## src/rtl/weight_pkg.sv

```systemverilog
// Shared definitions for the weight fetch path: FSM encoding, word/byte geometry,
// default buffer depth and a byte-lane selector used by the unpacker.
package weight_pkg;

  localparam int WORD_BYTES         = 4;
  localparam int BYTE_W             = 8;
  localparam int WORD_W             = WORD_BYTES * BYTE_W;
  localparam int BYTE_IDX_W         = $clog2(WORD_BYTES);
  localparam int DEFAULT_FIFO_DEPTH = 4;

  typedef enum logic [1:0] {
    ST_IDLE  = 2'd0,
    ST_FETCH = 2'd1,
    ST_DRAIN = 2'd2,
    ST_DONE  = 2'd3
  } wfuState_t;

  function automatic logic [BYTE_W-1:0] selectByte(
    input logic [WORD_W-1:0]     word,
    input logic [BYTE_IDX_W-1:0] idx
  );
    return word[idx*BYTE_W +: BYTE_W];
  endfunction

endpackage

```

## src/rtl/weight_word_fifo.sv

```systemverilog
// Synchronous word FIFO between the BRAM read port and the byte unpacker.
// Read data is combinational from the head entry so a pop and its use share one edge.
module weight_word_fifo
  import weight_pkg::*;
#(
  parameter int DEPTH = DEFAULT_FIFO_DEPTH,
  parameter int WIDTH = WORD_W
) (
  input  logic                   clk,
  input  logic                   rst,
  input  logic                   i_wrEn,
  input  logic [WIDTH-1:0]       i_wrData,
  input  logic                   i_rdEn,
  output logic [WIDTH-1:0]       o_rdData,
  output logic [$clog2(DEPTH):0] o_count,
  output logic                   o_empty,
  output logic                   o_full
);

  localparam int PTR_W = $clog2(DEPTH);

  logic [WIDTH-1:0] r_mem [DEPTH];
  logic [PTR_W-1:0] r_wrPtr;
  logic [PTR_W-1:0] r_rdPtr;
  logic [PTR_W:0]   r_count;

  logic w_push;
  logic w_pop;

  assign w_push = i_wrEn && !o_full;
  assign w_pop  = i_rdEn && !o_empty;

  // Storage carries no reset; validity is tracked entirely by the pointers and count.
  always_ff @(posedge clk) begin
    if (w_push) begin
      r_mem[r_wrPtr] <= i_wrData;
    end
  end

  always_ff @(posedge clk) begin
    if (rst) begin
      r_wrPtr <= '0;
      r_rdPtr <= '0;
      r_count <= '0;
    end else begin
      if (w_push) begin
        r_wrPtr <= r_wrPtr + 1'b1;
      end
      if (w_pop) begin
        r_rdPtr <= r_rdPtr + 1'b1;
      end
      case ({w_push, w_pop})
        2'b10:   r_count <= r_count + 1'b1;
        2'b01:   r_count <= r_count - 1'b1;
        default: r_count <= r_count;
      endcase
    end
  end

  assign o_rdData = r_mem[r_rdPtr];
  assign o_count  = r_count;
  assign o_empty  = (r_count == '0);
  assign o_full   = (r_count == (PTR_W+1)'(DEPTH));

endmodule

```

## src/rtl/weight_fetch_unit.sv

```systemverilog
// Streams a block of 32-bit weight words out of BRAM and hands them to the conv
// engine one signed byte at a time, LSB first, under valid/ready flow control.
module weight_fetch_unit
  import weight_pkg::*;
#(
  parameter int FIFO_DEPTH = DEFAULT_FIFO_DEPTH,
  parameter int CNT_W      = 7
) (
  input  logic             clk,
  input  logic             rst,
  input  logic             start,
  input  logic [31:0]      base_addr,
  input  logic [CNT_W-1:0] num_words,
  output logic [31:0]      bram_addr,
  output logic             bram_en,
  output logic [3:0]       bram_wen,
  output logic [31:0]      bram_din,
  input  logic [31:0]      bram_dout,
  output logic             w_valid,
  output logic [7:0]       w_data,
  input  logic             w_ready,
  output logic             busy,
  output logic             done
);

  localparam int FCNT_W = $clog2(FIFO_DEPTH) + 1;

  wfuState_t        r_state;
  logic [31:0]      r_base;
  logic [CNT_W-1:0] r_numWords;
  logic [CNT_W-1:0] r_issueCnt;
  logic             r_inflight;
  logic             r_busy;
  logic             r_done;

  logic [WORD_W-1:0]     r_word;
  logic [BYTE_IDX_W-1:0] r_byteIdx;
  logic                  r_wValid;
  logic [BYTE_W-1:0]     r_wData;

  logic [WORD_W-1:0] w_fifoData;
  logic [FCNT_W-1:0] w_fifoCount;
  logic              w_fifoEmpty;
  logic              w_fifoFull;
  logic [FCNT_W:0]   w_occupancy;
  logic              w_issue;
  logic              w_accept;
  logic              w_lastByte;
  logic              w_load;
  logic              w_drainDone;
  logic [31:0]       w_addr;

  // Credit check counts the read already in flight so the FIFO can never overflow.
  assign w_occupancy = {1'b0, w_fifoCount} + {{FCNT_W{1'b0}}, r_inflight};
  assign w_issue     = (r_state == ST_FETCH)
                    && (r_issueCnt < r_numWords)
                    && (w_occupancy < (FCNT_W+1)'(FIFO_DEPTH))
                    && !w_fifoFull;
  assign w_addr      = r_base + (32'(r_issueCnt) << 2);

  assign bram_en   = w_issue;
  assign bram_addr = (r_state == ST_FETCH) ? w_addr : 32'd0;
  assign bram_wen  = 4'b0000;
  assign bram_din  = 32'd0;

  assign w_accept    = r_wValid && w_ready;
  assign w_lastByte  = (r_byteIdx == BYTE_IDX_W'(WORD_BYTES - 1));
  assign w_load      = !w_fifoEmpty && (!r_wValid || (w_accept && w_lastByte));
  assign w_drainDone = w_fifoEmpty && !r_inflight && (!r_wValid || (w_accept && w_lastByte));

  weight_word_fifo #(
    .DEPTH (FIFO_DEPTH),
    .WIDTH (WORD_W)
  ) u_fifo (
    .clk      (clk),
    .rst      (rst),
    .i_wrEn   (r_inflight),
    .i_wrData (bram_dout),
    .i_rdEn   (w_load),
    .o_rdData (w_fifoData),
    .o_count  (w_fifoCount),
    .o_empty  (w_fifoEmpty),
    .o_full   (w_fifoFull)
  );

  always_ff @(posedge clk) begin
    if (rst) begin
      r_state    <= ST_IDLE;
      r_base     <= '0;
      r_numWords <= '0;
      r_busy     <= 1'b0;
      r_done     <= 1'b0;
    end else begin
      r_done <= 1'b0;
      case (r_state)
        ST_IDLE: begin
          if (start) begin
            if (num_words != '0) begin
              r_base     <= base_addr;
              r_numWords <= num_words;
              r_busy     <= 1'b1;
              r_state    <= ST_FETCH;
            end else begin
              r_state <= ST_DONE;
            end
          end
        end
        ST_FETCH: begin
          if (r_issueCnt == r_numWords) begin
            r_state <= ST_DRAIN;
          end
        end
        ST_DRAIN: begin
          if (w_drainDone) begin
            r_busy  <= 1'b0;
            r_state <= ST_DONE;
          end
        end
        ST_DONE: begin
          r_done  <= 1'b1;
          r_state <= ST_IDLE;
        end
        default: r_state <= ST_IDLE;
      endcase
    end
  end

  // Read data returns one cycle after bram_en; r_inflight marks that cycle's FIFO write.
  always_ff @(posedge clk) begin
    if (rst) begin
      r_issueCnt <= '0;
      r_inflight <= 1'b0;
    end else begin
      r_inflight <= w_issue;
      if (r_state == ST_IDLE) begin
        r_issueCnt <= '0;
      end else if (w_issue) begin
        r_issueCnt <= r_issueCnt + 1'b1;
      end
    end
  end

  // Loading on the 4th-byte handshake keeps the byte stream gap-free across words.
  always_ff @(posedge clk) begin
    if (rst) begin
      r_word    <= '0;
      r_byteIdx <= '0;
      r_wValid  <= 1'b0;
      r_wData   <= '0;
    end else if (w_load) begin
      r_word    <= w_fifoData;
      r_byteIdx <= '0;
      r_wValid  <= 1'b1;
      r_wData   <= selectByte(w_fifoData, '0);
    end else if (w_accept) begin
      if (w_lastByte) begin
        r_wValid <= 1'b0;
      end else begin
        r_byteIdx <= r_byteIdx + 1'b1;
        r_wData   <= selectByte(r_word, r_byteIdx + 1'b1);
      end
    end
  end

  assign w_valid = r_wValid;
  assign w_data  = r_wData;
  assign busy    = r_busy;
  assign done    = r_done;

endmodule

```

## config.mk

```make
export PLATFORM = sky130hd
export DESIGN_NAME = weight_fetch_unit
export DESIGN_NICKNAME = d
export VERILOG_FILES = /design/src/rtl/weight_pkg.sv /design/src/rtl/weight_word_fifo.sv /design/src/rtl/weight_fetch_unit.sv
export SDC_FILE = /design/constraint.sdc
export NUM_CORES = 1
export LEC_CHECK = 0
export CAP_MARGIN = 40
export CORE_MARGIN = 2
export CORE_UTILIZATION = 54
export CTS_CLUSTER_SIZE = 30
export DETAILED_ROUTE_END_ITERATION = 10
export PLACE_DENSITY = 0.81
export SYNTH_ARGS = -nofsm -noshare
export SYNTH_HDL_FRONTEND = slang
export SYNTH_SLANG_ARGS = --single-unit
export TNS_END_PERCENT = 100
```

## constraint.sdc

```tcl
create_clock -name clk -period 3.47 [get_ports clk]
set_clock_uncertainty 0.05 [all_clocks]
set_input_delay 0.694 -clock clk [delete_from_list [all_inputs] [get_ports clk]]
set_output_delay 0.694 -clock clk [all_outputs]
set_load 0.01 [all_outputs]
```

==> qor.yml, run 1 <==
synth_top_area_share_pct: 38.03
finalPower_mw: 8.617
relSlewSlack_pct: 46.65
synth_edf_count: 128
diodes: 0
yosysUniqueCellTypes: 56
final_area_mm2: 0.01255
cp-start-kind: "flop"
fillers: 1335
cts_tree: "done"
avgSynthCellArea_um2: 11.74
dp_slack_ps: -69.58
wirelength_um: 22770
grtUsageTotal_pct: 22.94
clk_path_buf_depth: 3
synth_area_mm2: 0.01011
arrival_ps: 2880
worstSetupPathType: "flop to output pin"
postRouteAntennaNets: 0
drt_iter0_drc: 523
place_hpwl_um: 14460
clkTransAtPathRegs_ps: 70
worst_path_most_repeated_cell: "buf_6"
first_pass_iters: 5
required_ps: 2730
numCtsBuffers: 25
crit_path_end_kind: "output pin"
synth_warnings: 0
met1_usage_pct: 28.86
peakVddDrop_mv: 0.5654
gp_congestion: 0.8790
path_cells: "ha_4 -> inv_2 -> fa_2 -> nand2b_4 -> buf_6 -> a2111oi_4 -> buf_4 -> buf_6 -> o2111ai_4 -> xnor2_1 -> and2_1 -> buf_2"
core_mm2: 0.01852
worstSkewPairLatency_ps: 530
synth_flop_cell: "edfxtp_1"
overflow: 0
cp_max_fo: 2
area_growth_pct: 24.20
post_dp_cell_area_mm2: 0.01154
hp-class: "flop to flop"
grtUsageMet2_pct: 41.13
slew_violations: 0
violations: "setup timing"
grt_first_pass_wirelength_um: 36080
route.vias.total: 7052
yosysTopAreaCell: "edfxtp_1"
seq_area_mm2: 0.005909
ctsHtreeMaxLevel: 1
drc: 0
met3_usage_pct: 3.940
die_h_um: 140.8
status: "finished, violations left"
slowest_stage: "fa_2"
power_frac_comb_pct: 26.7
busiest_layer: "met2"
rows: 50
netlist_top_cells_area: "edfxtp_1, dfxtp_1, mux4_2, nand2_1, a21oi_1"
period_minus_slack_ps: 3620
postSynthCellCount: 861
p_int_mw: 5.933
setup_ws_ps: -150.2
clkPwrFrac_pct: 32.3
antenna_found_initial: 0
ys_ff_latch: 231
grt_pass1_vias: 6924
multi_input_area_mm2: 0.003891
grt_max_degree: 57
cts_sinks: 231
rsz0062_at_grt: "true"
die_area_mm2: 0.01982
power_switching_mw: 2.684
portBuffers: 118
fin_crit_sh_pct: 104.3
start_util_pct: 54.57
cpPeakStageDelay_ps: 360
post_drt_via_cell_ratio: 5.597
p_seq_share_pct: 41.0
cap_viol_max_count: 0
wl_per_cell_um: 18.07
io_pins: 155
setup_viol: 5
power.leakage_nw: 4.462
cts_root_buf: "clkbuf_16"
nNetsFinal: 1109
worstMarginPinSlew_ps: 800.3
synthArstFlopShare_pct: 0
power_density_mw_per_mm2: 686.5
switching_share_pct: 31.15
yosysSeqAreaShare_pct: 58.44
hold_viol_final: 0
final_layout_size_suffix_gt1_share_pct: 16.08
fmax_mhz: 276.2
die_w_um: 140.8
cells in the final DEF, fill, tap and decap left out, drive strengths merged, types with 6 or more instances in the layout:
cell type	instances
nand2	159
edfxtp	128
dfxtp	103
a21oi	93
clkdlybuf4s50	92
buf	51
nor2	47
mux4	40
conb	36
clkbuf	36
inv	33
ha	25
xor2	18
o21ai	14
and2	11
dlygate4sd2	11
nand3	9
nand4	8
a311oi	8
or3	8
xnor2	6
o211ai	6
o2111ai	6
nor3	6
clkinv	6
cell usage after synthesis, types with 5 or more instances:
| master | n |
|---|---|
| inv_1 | 29 |
| dfxtp_1 | 103 |
| or3_1 | 8 |
| nand4_1 | 8 |
| nand3_1 | 9 |
| and3_1 | 5 |
| nor2_1 | 47 |
| o21ai_0 | 13 |
| clkbuf_1 | 29 |
| mux4_2 | 40 |
| xor2_1 | 18 |
| xnor2_1 | 6 |
| nand2_1 | 159 |
| edfxtp_1 | 128 |
| nor3_1 | 5 |
| buf_1 | 7 |
| buf_4 | 36 |
| a21oi_1 | 93 |
| o31ai_1 | 5 |
| o211ai_1 | 6 |
| and2_1 | 11 |
| a311oi_1 | 8 |
| ha_1 | 25 |
| o2111ai_1 | 6 |
power by group through the flow:
stage	sequential [mW]	clock, mW	combinational [mW]
floorplan	3.49	0	1.64
global placement	3.56	0	2.21
detailed placement	3.58	0	2.27
CTS	3.53	2.82	2.30
global route	3.58	2.95	2.54
finish	3.53	2.78	2.30
cell families after synthesis:
kind of cell	after synthesis	share of synthesized area, %
fa+ha+maj	27	3.491
xor+xnor	24	2.080
buf+inv	108	5.497
compound gates	152	9.026
flops	231	58.44
mux	44	9.310
simple gates	274	12.12
other cells	1	0.03711
layer usage:
metal / routed length [um] / up-vias
li1: - / 3322
met1: 8939 / 3388
met2: 11610 / 298
met3: 1577 / 44
met4: 641 / 0
met5: 0 / -
stage by stage:
step / hold slack [ps] / TNS (ps) / instances / util, %
2_1_floorplan: 381.7 / 0 / 896 / -
3_3_place_gp: 388.2 / -51.32 / 1203 / 62.30
3_5_place_dp: 398.1 / -117.0 / 1203 / 62.30
4_1_cts: 404.3 / -242.6 / 1256 / 67.47
5_1_grt: 420.9 / -1072 / 1260 / 67.78
6_report: 405.2 / -343.6 / 1260 / 67.78
what timing repair did:
action	4_1_cts	5_1_grt
setup endpoints to repair	25	17
hold buffers	0	0
endpoints found under the hold margin	0	0
buffers inserted	8	5
pin swaps	8	8
resized for setup	63	18
sequential cells by signal, indices dropped and copies added, names as in the netlist, named ones only:
signal / flops
r_state: 2
r_inflight: 1
u_fifo.r_rdPtr: 2
busy: 1
u_fifo.r_mem: 128
w_data: 8
u_fifo.r_wrPtr: 2
r_numWords: 7
u_fifo.o_count: 3
w_valid: 1
r_word: 32
r_issueCnt: 7
done: 1
r_byteIdx: 2
r_base: 32
worst paths after layout:
path	end	depth (start not counted)	slack, ps	from
min reg2reg	r_word[8]$_SDFFE_PP0P_	2	410	r_word[8]$_SDFFE_PP0P_
min	r_word[8]$_SDFFE_PP0P_	2	410	r_word[8]$_SDFFE_PP0P_
max	bram_addr[28]	12	-150	r_issueCnt[0]$_SDFFE_PP0P_
max reg2reg	u_fifo.o_count[2]$_SDFFE_PP0P_	11	1110	r_byteIdx[0]$_SDFFE_PP0P_
layout make-up:
type                    instances  area share (%)
repair buffers                161           11.75
clock buffers                  32           5.273
flip-flops and latches        231           47.08
well taps                     234           2.333
clock inverters                14           1.615
multi-input cells             557           31.00
inverters                      31          0.9470
worst max-delay path, delay by kind of cell, from the launching register on:
family | cells | cell delay [ps]
and+or+nand+nor | 2 | 330
buffers and inverters | 5 | 570
AOI/OAI and AO/OA | 2 | 400
adders and majority gates | 2 | 500
xor gates and xnor gates | 1 | 190
DFF | 1 | 350
Power figures use the tool's default switching activity.
==> run 2: changes to the inputs <==
Settings changed: HOLD_SLACK_MARGIN set to 0.05.
==> results of run 2 <==
The final DEF is identical to that of run 1; final timing and power are the same.
